===== config.mk =====
export PLATFORM = sky130hd
export DESIGN_NAME = dot_product_core
export DESIGN_NICKNAME = d
export VERILOG_FILES = /design/src/rtl/dot_product_core.sv
export SDC_FILE = /design/constraint.sdc
export NUM_CORES = 2
export LEC_CHECK = 0
export BUFFER_PORTS_ARGS = -buffer_cell sky130_fd_sc_hd__buf_2
export CORE_MARGIN = 5
export CORE_UTILIZATION = 58
export DETAILED_ROUTE_END_ITERATION = 6
export PLACE_DENSITY = 0.79
export SLEW_MARGIN = 20
export SYNTH_ARGS = -nofsm -noshare
export SYNTH_HDL_FRONTEND = slang
export SYNTH_SLANG_ARGS = --single-unit

===== constraint.sdc =====
create_clock -name ACLK -period 9.07 [get_ports ACLK]
set_input_delay 0.907 -clock ACLK [delete_from_list [all_inputs] [get_ports ACLK]]
set_output_delay 0.907 -clock ACLK [all_outputs]
set_load 0.01 [all_outputs]

===== src/rtl/dot_product_core.sv =====
// rtl/dot_product_core.sv - dot product engine: fetches A[i]/B[i], accumulates sum(A*B), writes result
module dot_product_core #(
  parameter int ADDR_WIDTH = 32,
  parameter int DATA_WIDTH = 32,
  parameter int ACC_WIDTH  = 64,
  parameter int MAX_LEN    = 1024
) (
  input  logic                  ACLK,
  input  logic                  ARESET,
  input  logic                  start,
  input  logic [ADDR_WIDTH-1:0] vec_a_base,
  input  logic [ADDR_WIDTH-1:0] vec_b_base,
  input  logic [DATA_WIDTH-1:0] vec_len,
  input  logic [ADDR_WIDTH-1:0] out_addr,
  output logic                  rd_req,
  output logic [ADDR_WIDTH-1:0] rd_addr,
  input  logic                  rd_gnt,
  input  logic                  rd_valid,
  input  logic [DATA_WIDTH-1:0] rd_data,
  output logic                  wr_valid,
  output logic [ADDR_WIDTH-1:0] wr_addr,
  output logic [DATA_WIDTH-1:0] wr_data,
  input  logic                  wr_ready,
  output logic                  busy,
  output logic                  done,
  output logic                  err,
  output logic                  ovf,
  output logic [DATA_WIDTH-1:0] result
);

  localparam int IDX_W = $clog2(MAX_LEN + 1);
  localparam logic [ADDR_WIDTH-1:0] STEP = ADDR_WIDTH'(DATA_WIDTH / 8);

  typedef enum logic [2:0] {
    S_IDLE,
    S_RD_A,
    S_WAIT_A,
    S_RD_B,
    S_WAIT_B,
    S_WRITE
  } state_t;

  state_t                  state;
  logic [ADDR_WIDTH-1:0]   a_ptr;
  logic [ADDR_WIDTH-1:0]   b_ptr;
  logic [ADDR_WIDTH-1:0]   out_q;
  logic [IDX_W-1:0]        len_q;
  logic [IDX_W-1:0]        idx;
  logic [ACC_WIDTH-1:0]    acc;
  logic [DATA_WIDTH-1:0]   a_val;

  logic [ACC_WIDTH-1:0]    a_ext;
  logic [ACC_WIDTH-1:0]    b_ext;
  logic [ACC_WIDTH-1:0]    prod;
  logic [ACC_WIDTH-1:0]    acc_sum;
  logic [IDX_W-1:0]        idx_inc;
  logic                    len_bad;
  logic                    len_zero;
  logic                    acc_ovf;

  // Sign-extend both operands to the accumulator width; the low ACC_WIDTH bits of the
  // unsigned product then equal the signed product modulo 2^ACC_WIDTH.
  always_comb begin
    a_ext    = {{(ACC_WIDTH-DATA_WIDTH){a_val[DATA_WIDTH-1]}}, a_val};
    b_ext    = {{(ACC_WIDTH-DATA_WIDTH){rd_data[DATA_WIDTH-1]}}, rd_data};
    prod     = a_ext * b_ext;
    acc_sum  = acc + prod;
    idx_inc  = idx + IDX_W'(1);
    len_bad  = vec_len > DATA_WIDTH'(MAX_LEN);
    len_zero = vec_len == '0;
    acc_ovf  = !((&acc[ACC_WIDTH-1:DATA_WIDTH-1]) || !(|acc[ACC_WIDTH-1:DATA_WIDTH-1]));
  end

  // Control FSM with all outputs registered; a read or write request is raised on the
  // transition into its state and held untouched until the handshake completes.
  always_ff @(posedge ACLK) begin
    if (ARESET) begin
      state    <= S_IDLE;
      a_ptr    <= '0;
      b_ptr    <= '0;
      out_q    <= '0;
      len_q    <= '0;
      idx      <= '0;
      acc      <= '0;
      a_val    <= '0;
      rd_req   <= 1'b0;
      rd_addr  <= '0;
      wr_valid <= 1'b0;
      wr_addr  <= '0;
      wr_data  <= '0;
      busy     <= 1'b0;
      done     <= 1'b0;
      err      <= 1'b0;
      ovf      <= 1'b0;
      result   <= '0;
    end else begin
      case (state)
        S_IDLE: begin
          if (start) begin
            done  <= 1'b0;
            err   <= 1'b0;
            ovf   <= 1'b0;
            a_ptr <= vec_a_base;
            b_ptr <= vec_b_base;
            out_q <= out_addr;
            len_q <= vec_len[IDX_W-1:0];
            idx   <= '0;
            acc   <= '0;
            if (len_bad) begin
              // Rejected length: report immediately, never touch memory.
              err  <= 1'b1;
              done <= 1'b1;
            end else if (len_zero) begin
              state    <= S_WRITE;
              busy     <= 1'b1;
              wr_valid <= 1'b1;
              wr_addr  <= out_addr;
              wr_data  <= '0;
            end else begin
              state   <= S_RD_A;
              busy    <= 1'b1;
              rd_req  <= 1'b1;
              rd_addr <= vec_a_base;
            end
          end
        end
        S_RD_A: begin
          if (rd_gnt) begin
            rd_req <= 1'b0;
            state  <= S_WAIT_A;
          end
        end
        S_WAIT_A: begin
          if (rd_valid) begin
            a_val   <= rd_data;
            rd_req  <= 1'b1;
            rd_addr <= b_ptr;
            state   <= S_RD_B;
          end
        end
        S_RD_B: begin
          if (rd_gnt) begin
            rd_req <= 1'b0;
            state  <= S_WAIT_B;
          end
        end
        S_WAIT_B: begin
          if (rd_valid) begin
            acc   <= acc_sum;
            idx   <= idx_inc;
            a_ptr <= a_ptr + STEP;
            b_ptr <= b_ptr + STEP;
            if (idx_inc == len_q) begin
              state    <= S_WRITE;
              wr_valid <= 1'b1;
              wr_addr  <= out_q;
              wr_data  <= acc_sum[DATA_WIDTH-1:0];
            end else begin
              state   <= S_RD_A;
              rd_req  <= 1'b1;
              rd_addr <= a_ptr + STEP;
            end
          end
        end
        S_WRITE: begin
          if (wr_ready) begin
            wr_valid <= 1'b0;
            result   <= wr_data;
            done     <= 1'b1;
            ovf      <= acc_ovf;
            busy     <= 1'b0;
            state    <= S_IDLE;
          end
        end
        default: begin
          state <= S_IDLE;
        end
      endcase
    end
  end

endmodule


==> flow_metrics.env <==
export IMPL_die_w_um=319.0
export IMPL_dp_hpwl_mm=122.9
export IMPL_grt_overflow_total=0
export IMPL_cp_num_buf_inv=6
export IMPL_stdcell_area_um2=59620
export IMPL_avgSynthCellArea_um2=8.671
export IMPL_slew_violations=0
export IMPL_power_density_nw_per_um2=64.98
export IMPL_synth_seq_cells=351
export IMPL_critPathMaxFanout=18
export IMPL_setup_viol_count_final=0
export IMPL_synthFlopType="dfxtp_1"
export IMPL_ctsResizeCount=0
export IMPL_pin_count=300
export IMPL_violations="design-rule violations"
export IMPL_nNetsFinal=8078
export IMPL_place_port_buffers=299
export IMPL_vias=43830
export IMPL_regMostFlops="acc"
export IMPL_reg2reg_from="a_val[13]"
export IMPL_required_ns=9.53
export IMPL_track_usage_pct=30.17
export IMPL_cp_top_family="adder cells"
export IMPL_place_congestion=0.9824
export IMPL_utilization_pct=62.85
export IMPL_detail_route_antenna_nets=0
export IMPL_cts_tree="built"
export IMPL_crit_path_start_kind="flip-flop"
export IMPL_hp_start="acc[6]"
export IMPL_crit_path_end_kind="flip-flop"
export IMPL_die_h_um=319.0
export IMPL_cts_inserted_buffers=41
export IMPL_whs_path_depth=2
export IMPL_max_stage_delay_ns=0.84
export IMPL_drt_total_wl_mm=151.8
export IMPL_drt_pass1_iter_count=7
export IMPL_synthesis_area_um2=55380
export IMPL_core_area_um2=94870
export IMPL_grt_antenna_before_repair=22
export IMPL_area_delta_synth_final_pct=7.666
export IMPL_fin_hold_ws_ns=0.4500
export IMPL_h_tree_depth=2
export IMPL_cpMaxStageDelayCell="dfxtp_1"
export IMPL_post_place_cells=7701
export IMPL_grt_pass1_vias=46580
export IMPL_initial_core_util_pct=58.37
export IMPL_finalCritPeriodShare_pct=95.35
export IMPL_row_count=113
export IMPL_critPathKind="reg2reg"
export IMPL_worst_slew_pin_slew_ns=1.089
export IMPL_insertion_delay_ns=0.59
export IMPL_drive_gt1_share_pct=8.065
export IMPL_max_slew_margin_rel_pct=27.40
export IMPL_crit_path_frequent_cell="fa_1"
export IMPL_synth_cell_type_count=64
export IMPL_r2r_end="acc[59]"
export IMPL_rsz0062_at_grt="no"
export IMPL_post_cts_setup_buffers=0
export IMPL_outcome="finished, violations left"
export IMPL_arrival_ns=9.11
export IMPL_postPlaceCellArea_um2=58070
export IMPL_cts_root_buffer="clkbuf_16"
export IMPL_dieArea_um2=101800
export IMPL_wl_per_cell_um=19.49
export IMPL_peakVddDrop_v=0.0001361
export IMPL_largest_register_ffs=64
export IMPL_path_clk_slew_ns=0.06
export IMPL_timing_setup_tns_ns=0
export IMPL_instances_no_fill=7788
export IMPL_maxCapViolCount=0
export IMPL_holdBufCountCts=0
export IMPL_synth_warnings=0
export IMPL_worstSetupPathDepth=26
export IMPL_clk_path_buf_depth=3
export IMPL_fmax_ghz=0.1156
export IMPL_vias_per_cell=5.628
export IMPL_grt_max_degree=207
export IMPL_drt_iter0_markers=3396
export IMPL_cp_startpoint="a_val[13]"
export IMPL_syn_nets=7983
export IMPL_r2r_cells=26
export IMPL_final_hold_viol_count=0
export IMPL_syn_instance_count=6386
export IMPL_synth_seq_area_share_pct=12.69
export IMPL_synth_edf_count=0
export IMPL_rrSetupSlack_ns=0.42
export IMPL_cts_num_sinks=351
export IMPL_min_period_ns=8.648
export IMPL_grt_pass1_wl_mm=248.6
export IMPL_power_leakage_uw=0.02882
export IMPL_hp_class="reg2reg"
export IMPL_drc_errors=1
export IMPL_holdPathEnd="acc[6]"
export IMPL_finClkSkew_ns=0.02991
export IMPL_async_flop_share_pct=0
-- final cells by class --
class                           count  area (um2)
Timing Repair Buffer              431        2587
Antenna cell                       13       32.53
Fill cell                        7840       35250
Sequential cell                   351        7028
Tap cell                         1265        1583
Inverter                         1282        4812
Clock buffer                       46        1085
Multi-Input combinational cell   4374       42110
Clock inverter                     26       379.1
-- through the flow --
stage,power [uW],worst slack (ns)
floorplan,1891,0.03209
global placement,2068,0.2831
detailed placement,2076,0.1884
CTS,3886,0.5466
global route,4004,0.1903
finish,3874,0.4215
-- cell usage after synthesis, types with 6 or more instances --
master    number  area, um2
a211oi_1      50      375.4
nor3_1        29      145.1
nand2b_1      12      75.07
a21o_1        22      165.2
buf_2         12      60.06
and3_1        35      219.0
a31oi_1       16      100.1
nand4_1       35      219.0
a21oi_1      340       1702
xnor2_1       71      621.9
o21ai_0      128      640.6
xor2_1        49      429.2
nand2_1     1088       4084
nor4_1        23      143.9
clkbuf_1     351       1318
buf_6          6      67.56
fa_1        1210      24220
nand3_1       73      365.4
ha_1         221       2765
a221oi_1      23      201.4
a22oi_1       19      142.6
o22ai_1       14      87.58
o31ai_1       10      75.07
dfxtp_1      351       7027
inv_1       1282       4812
o21bai_1      16      120.1
a311oi_1      38      332.8
and2_1       455       2846
nor2_1       293       1100
nand3b_1       8      60.06
o211ai_1      24      180.2
nor2b_1       12      75.07
-- report_power, final --
group          switching, uW  leakage, uW  total, uW  internal [uW]
Clock                    744     0.000716       1820           1070
Sequential              32.5      0.00285       1600           1570
Combinational            301       0.0253        451            151
Total                   1080       0.0288       3870           2800
-- worst max-delay path by stage --
stage                   end
floorplan           acc[63]
global placement    acc[63]
detailed placement  acc[47]
CTS                 acc[59]
global route        acc[49]
finish              acc[59]
-- worst register-to-register path: stages, from the launching register on --
cell and delay (ns):
dfxtp_1 0.84, and2_1 0.36, fa_1 0.49, fa_1 0.53, fa_1 0.52, inv_1 0.05, fa_1 0.46, fa_1 0.50
fa_1 0.55, inv_1 0.05, fa_1 0.48, inv_1 0.05, fa_1 0.57, inv_1 0.07, ha_1 0.38, a21oi_1 0.21
o21ai_0 0.13, a21oi_1 0.46, a311oi_1 0.18, buf_4 0.18, a211oi_1 0.55, a31oi_1 0.25, buf_4 0.20, nand3_1 0.07
nand2_1 0.06, xor2_1 0.14, a22o_1 0.20
-- per-layer routing --
layer | wire length [um] | vias up | track usage [%]
met5 | 76 | - | 0
met4 | 5488 | 12 | 10.38
met3 | 15720 | 344 | 7.540
met2 | 70310 | 2065 | 47.89
met1 | 60180 | 22060 | 41.04
li1 | - | 19350 | -
-- logic make-up after synthesis --
group | share of synthesized area [%]
compound gates | 8.019
mux | 0.09038
xor+xnor | 1.898
fa+ha+maj | 48.74
simple gates | 17.17
buf+inv | 11.40
flops | 12.69
-- cell usage in the layout (no fill, tap or decap), types with 126 or more instances in the layout --
| master | n |
|---|---|
| a21oi_1 | 339 |
| and2_1 | 453 |
| buf_2 | 298 |
| buf_4 | 126 |
| dfxtp_1 | 350 |
| fa_1 | 1210 |
| ha_1 | 221 |
| inv_1 | 1282 |
| nand2_1 | 1083 |
| nor2_1 | 291 |
| o21ai_0 | 128 |
Note: power is estimated with default switching activity, not from simulation.
